$ cat config.mk
export PLATFORM = sky130hd
export DESIGN_NAME = dot_matrix_scanner
export DESIGN_NICKNAME = d
export VERILOG_FILES = /design/src/rtl/dot_matrix_pkg.sv /design/src/rtl/row_tick_gen.sv /design/src/rtl/dot_matrix_scanner.sv
export SDC_FILE = /design/constraint.sdc
export NUM_CORES = 1
export LEC_CHECK = 0
export ABC_AREA = 1
export CORE_ASPECT_RATIO = 0.8
export CORE_MARGIN = 3
export CORE_UTILIZATION = 50
export DETAILED_ROUTE_END_ITERATION = 16
export PLACE_DENSITY = 0.87
export SYNTH_ARGS = -nofsm -noshare
export SYNTH_HDL_FRONTEND = slang
export SYNTH_SLANG_ARGS = --single-unit
$ cat constraint.sdc
create_clock -name clk -period 3.4 [get_ports clk]
set_clock_uncertainty 0.2 [all_clocks]
set_input_delay 0.68 -clock clk [delete_from_list [all_inputs] [get_ports clk]]
set_output_delay 0.68 -clock clk [all_outputs]
set_load 0.01 [all_outputs]
$ cat src/rtl/dot_matrix_pkg.sv
// Shared types and constants for the 16x16 dot-matrix display path.
// Pattern ROMs and the scanner both import this package.
package dot_matrix_pkg;

  localparam int ROWS  = 16;
  localparam int COLS  = 16;
  localparam int ROW_W = 4;

  localparam logic [ROWS-1:0] ROW_OFF   = 16'hFFFF;
  localparam logic [COLS-1:0] COL_BLANK = 16'h0000;

  typedef logic [ROW_W-1:0] row_idx_t;
  typedef logic [ROWS-1:0]  row_drv_t;
  typedef logic [COLS-1:0]  col_map_t;

  function automatic row_drv_t row_drive(input row_idx_t r);
    return ~(ROWS'(1) << r);
  endfunction

endpackage

$ cat src/rtl/row_tick_gen.sv
// Row-period phase counter: blank at count 0, tick at count CLK_DIV-1.
// The count is held at zero while scanning is disabled.
module row_tick_gen #(
  parameter int CLK_DIV = 50000
) (
  input  logic clk,
  input  logic rst_n,
  input  logic en,
  output logic blank,
  output logic tick
);

  localparam int CW = (CLK_DIV > 2) ? $clog2(CLK_DIV) : 1;
  localparam logic [CW-1:0] LAST = CW'(CLK_DIV - 1);

  logic [CW-1:0] cnt;

  always_ff @(posedge clk or negedge rst_n) begin
    if (!rst_n) begin
      cnt <= '0;
    end else if (!en || cnt == LAST) begin
      cnt <= '0;
    end else begin
      cnt <= cnt + CW'(1);
    end
  end

  assign blank = (cnt == '0);
  assign tick  = (cnt == LAST);

endmodule

$ cat src/rtl/dot_matrix_scanner.sv
// Row-scan driver: one blank cycle per row, column data latched once
// per row, pattern select stepped every HOLD_FRAMES frames.
module dot_matrix_scanner
  import dot_matrix_pkg::*;
#(
  parameter int CLK_DIV      = 50000,
  parameter int HOLD_FRAMES  = 62,
  parameter int NUM_PATTERNS = 4,
  parameter int PSEL_W       = 2
) (
  input  logic              clk,
  input  logic              rst_n,
  input  logic              en,
  input  logic [COLS-1:0]   col_in,
  output logic [ROW_W-1:0]  row_bin,
  output logic [PSEL_W-1:0] pattern_sel,
  output logic [ROWS-1:0]   row_sel,
  output logic [COLS-1:0]   col_out,
  output logic              frame_done
);

  localparam int FW = (HOLD_FRAMES > 1) ? $clog2(HOLD_FRAMES) : 1;
  localparam logic [FW-1:0]     F_LAST = FW'(HOLD_FRAMES - 1);
  localparam logic [PSEL_W-1:0] P_LAST = PSEL_W'(NUM_PATTERNS - 1);
  localparam row_idx_t          R_LAST = ROW_W'(ROWS - 1);

  logic          blank;
  logic          tick;
  logic [FW-1:0] frame_cnt;

  row_tick_gen #(
    .CLK_DIV (CLK_DIV)
  ) u_tick (
    .clk   (clk),
    .rst_n (rst_n),
    .en    (en),
    .blank (blank),
    .tick  (tick)
  );

  always_ff @(posedge clk or negedge rst_n) begin
    if (!rst_n) begin
      row_bin     <= '0;
      frame_cnt   <= '0;
      pattern_sel <= '0;
      row_sel     <= ROW_OFF;
      col_out     <= COL_BLANK;
      frame_done  <= 1'b0;
    end else if (!en) begin
      row_sel    <= ROW_OFF;
      col_out    <= COL_BLANK;
      frame_done <= 1'b0;
    end else begin
      frame_done <= 1'b0;
      if (blank) begin
        // ROM has had the whole blank cycle to settle on row_bin
        row_sel <= row_drive(row_bin);
        col_out <= col_in;
      end else if (tick) begin
        row_sel <= ROW_OFF;
        col_out <= COL_BLANK;
        row_bin <= row_bin + ROW_W'(1);
        if (row_bin == R_LAST) begin
          frame_done <= 1'b1;
          if (frame_cnt == F_LAST) begin
            frame_cnt   <= '0;
            pattern_sel <= (pattern_sel == P_LAST) ?
                           '0 : pattern_sel + PSEL_W'(1);
          end else begin
            frame_cnt <= frame_cnt + FW'(1);
          end
        end
      end
    end
  end

endmodule
==> run summary <==
Total CTS buffers: 9
Int Pwr: 1327 uW
Maximum vdd ir drop: 0.0003034 V
Yosys top cell area share: 0.3507
R2R setup slack: 1310 ps
RSZ-0062 raised after global routing: false
Sw Ratio: 0.2479
Core area: 6068 sq um
DRC: 0
TNS Setup: 0 ps
Critical path endpoint category: primary output
CP Cell Sequence: clkdlybuf4s50_1
WP data arrival: 1500 ps
Clock root buffer: clkbuf_8
Synth async-reset ratio: 1.000
Combinational share of power: 0.139
Largest cells by area after synthesis: dfrtp_1 (35%), nand2_1 (17%), dfstp_2 (13%)
Syn. warnings: 0
WP data required: 2520 ps
Period minus WS final: 2375 ps
Longest Clk Path Bufs: 2
CTS tree: yes
R2R Path Start: u_tick.cnt[0]$_DFF_PN0_
H-Tree Level Count: 3
Leading area contributor after synthesis: dfrtp_1
Leakage: 0.001912 uW
Simple-gate share of the synthesized area: 0.3546
Reg2reg end: row_sel[10]$_DFFE_PN1P_
Die area: 7424 sq um
Slew @ Worst Pin: 749.4 ps
Fill count: 493
DP HPWL: 5257 microns
Synthesized area: 3211 sq um
PwrDens: 437.0 nW/um^2
Syn_nets: 446
Post-CTS Hold Fix Bufs: 0
Post-synth EDFFs: 0
Wire per inst: 13.19 microns
Primary FF master, synth: dfrtp_1
Buf/Inv on CP: 1
Die width: 95.59 microns
Sink Count: 61
Initial core utilization: 0.5291
Die extent in y: 77.67 microns
Final hold violation count: 0
Diode count: 0
Sw power: 437.4 uW
Post-synthesis mux area share: 0
Tcrit/Tclk final: 0.6986
First DRT Iteration DRCs: 187
Outcome: finished, final reports clean
Tot GR Track Use: 0.2176
Worst skew pair latency: 340 ps
Post-cts resize count: 0
Flop pwr share: 0.457
Worst hold-check path type: reg -> reg
Placer Congestion: 0.8861
Initial antenna violation count: 0
Clock share of power: 0.403
Syn_area_per_cell: 7.718 sq um
Synth cell types: 30
PnR Total Power: 1765 uW
Post-CTS setup repair buffer count: 0
Top delay family on crit path: buffers and inverters
Hold Path Sink: col_out[11]$_DFFE_PN0P_
DR vias: 2895
Slowest stage cell on the critical path: clkdlybuf4s50_1
Sequential fraction of the synthesis area: 0.4817
Worst setup path start: row_bin[3]$_DFFE_PN0P_
Final net count: 505
First-pass GRT wire length: 12450 microns
XOR/XNOR Fraction of Synth Area: 0.01091
GRT overflow: 0
MaxCap Viol Count: 0
Antenna Violating Nets Remaining: 0
Worst Reg2Reg Path Length in Cells: 9
I/O pin total: 58
Worst-path clk slew: 70 ps
Worst Hold Path Cells: 2
Via/cell ratio: 5.160
Hold Slack: 269.5 ps
Crit path kind: reg -> out
Slew Limit Headroom: 0.5004
Final setup viols: 0
Max incr delay on CP: 620 ps
Crit path max fanout: 10
Vias in the first global route: 2684
Largest family of logic cells by synthesized area: simple AND/OR/NAND/NOR gates
Synth Area in Adders: 0.04287
Syn Inst Count: 416
Synth Area in Compound Gates: 0.04521
F_max: 421.0 MHz
Layout cells sized above 1: 0.1083
IO buf count: 57
Synthesis-to-finish area growth: 25.80%
Num rows: 25
Routed WL: 7398 microns
Worst hold start: col_out[11]$_DFFE_PN0P_
CP Launch Type: flop
Max-slew violations: 0
First-pass DRT Iterations: 5
Yosys reg bits: 61
Largest net degree at the start of global routing: 62
-- sequential cells by signal, indices dropped and copies added (netlist names) --
name	count
col_out	16
row_sel	16
u_tick.cnt	16
frame_cnt	6
row_bin	4
pattern_sel	2
frame_done	1
-- kinds of logic (layout without fill, tap and decap cells) --
logic type / count (synthesis) / after routing
fa+ha+maj: 11 / 11
compound gates: 27 / 27
xor+xnor: 4 / 4
buf+inv: 45 / 109
flops: 61 / 61
simple gates: 268 / 268
-- routing by layer --
metal / part of all wire / up-vias / global-route usage
met2: 0.47 / 110 / 0.3269
met3: 0.074 / 18 / 0.06686
met5: 0 / - / 0
met1: 0.43 / 1336 / 0.2909
met4: 0.023 / 0 / 0.09091
li1: - / 1431 / -
-- power groups by stage --
stage / combinational [uW] / clock, uW / sequential, uW
floorplan: 103 / 0 / 837
global placement: 242 / 0 / 819
detailed placement: 248 / 0 / 820
CTS: 250 / 735 / 807
global route: 272 / 773 / 811
finish: 246 / 712 / 807
-- final cells by class --
class	instances	area, sq um	area share
multi-input combinational	310	1456	0.3606
clock buffer	10	137.6	0.03408
timing repair buffer	59	580.6	0.1437
sequential	61	1546	0.3829
tap	81	101.3	0.02509
inverter	34	130.1	0.03222
clock inverter	6	86.33	0.02138
-- cells in the mapped netlist, types with 2 or more instances --
cell type and count:
nand2_1 146, nor2_1 51, dfrtp_1 45, nand3_1 42, inv_1 30, dfstp_2 16, nor3_1 14, o21ai_0 13
ha_1 11, a21oi_1 10, buf_6 4, clkbuf_1 4, nor2_2 4, nand2_2 3, nand4_1 3, xor2_1 3
buf_2 2, inv_2 2, o21ai_2 2
-- through the flow --
step / setup slack, ps / instance area [sq um] / cells / utilization
floorplan: 1687 / 3211 / 416 / -
global placement: 954.2 / 3815 / 545 / 0.6287
detailed placement: 869.9 / 3815 / 545 / 0.6287
CTS: 1000 / 4039 / 561 / 0.6656
global route: 942.0 / 4039 / 561 / 0.6656
finish: 1025 / 4039 / 561 / 0.6656
-- worst max-delay path by stage --
stage	end	slack, ps	cells after the start
after global routing	row_bin[3]	940	1
after CTS	row_bin[3]	1000	1
after detailed placement	u_tick.cnt[11]$_DFF_PN0_	870	5
final	row_bin[3]	1020	1
after floorplan	row_sel[10]$_DFFE_PN1P_	1690	5
after global placement	u_tick.cnt[10]$_DFF_PN0_	950	5
-- layout by cell type (no fill, tap or decap) --
cell,Yosys,routed
nand2_1,146,146
buf_4,1,2
clkinv_2,0,2
clkinv_4,0,1
nor3_1,14,14
nand2_2,3,3
ha_1,11,11
clkbuf_8,0,10
a31oi_1,1,1
or2_2,1,1
and2_2,1,1
inv_2,2,2
nand3_1,42,42
dfstp_2,16,16
nand4_1,3,3
inv_4,1,1
xnor2_1,1,1
o22ai_1,1,1
dfrtp_1,45,45
inv_1,30,30
xor2_1,3,3
o21ai_2,2,2
a21oi_1,10,10
nor2_8,1,1
o21ai_0,13,13
clkinv_1,1,1
bufinv_16,0,2
nor2_4,1,1
nor2_1,51,51
clkdlybuf4s50_1,0,56
nor2_2,4,4
nand2_4,1,1
buf_2,2,1
clkinvlp_4,0,1
No activity file was read; power rests on OpenSTA's default activity.
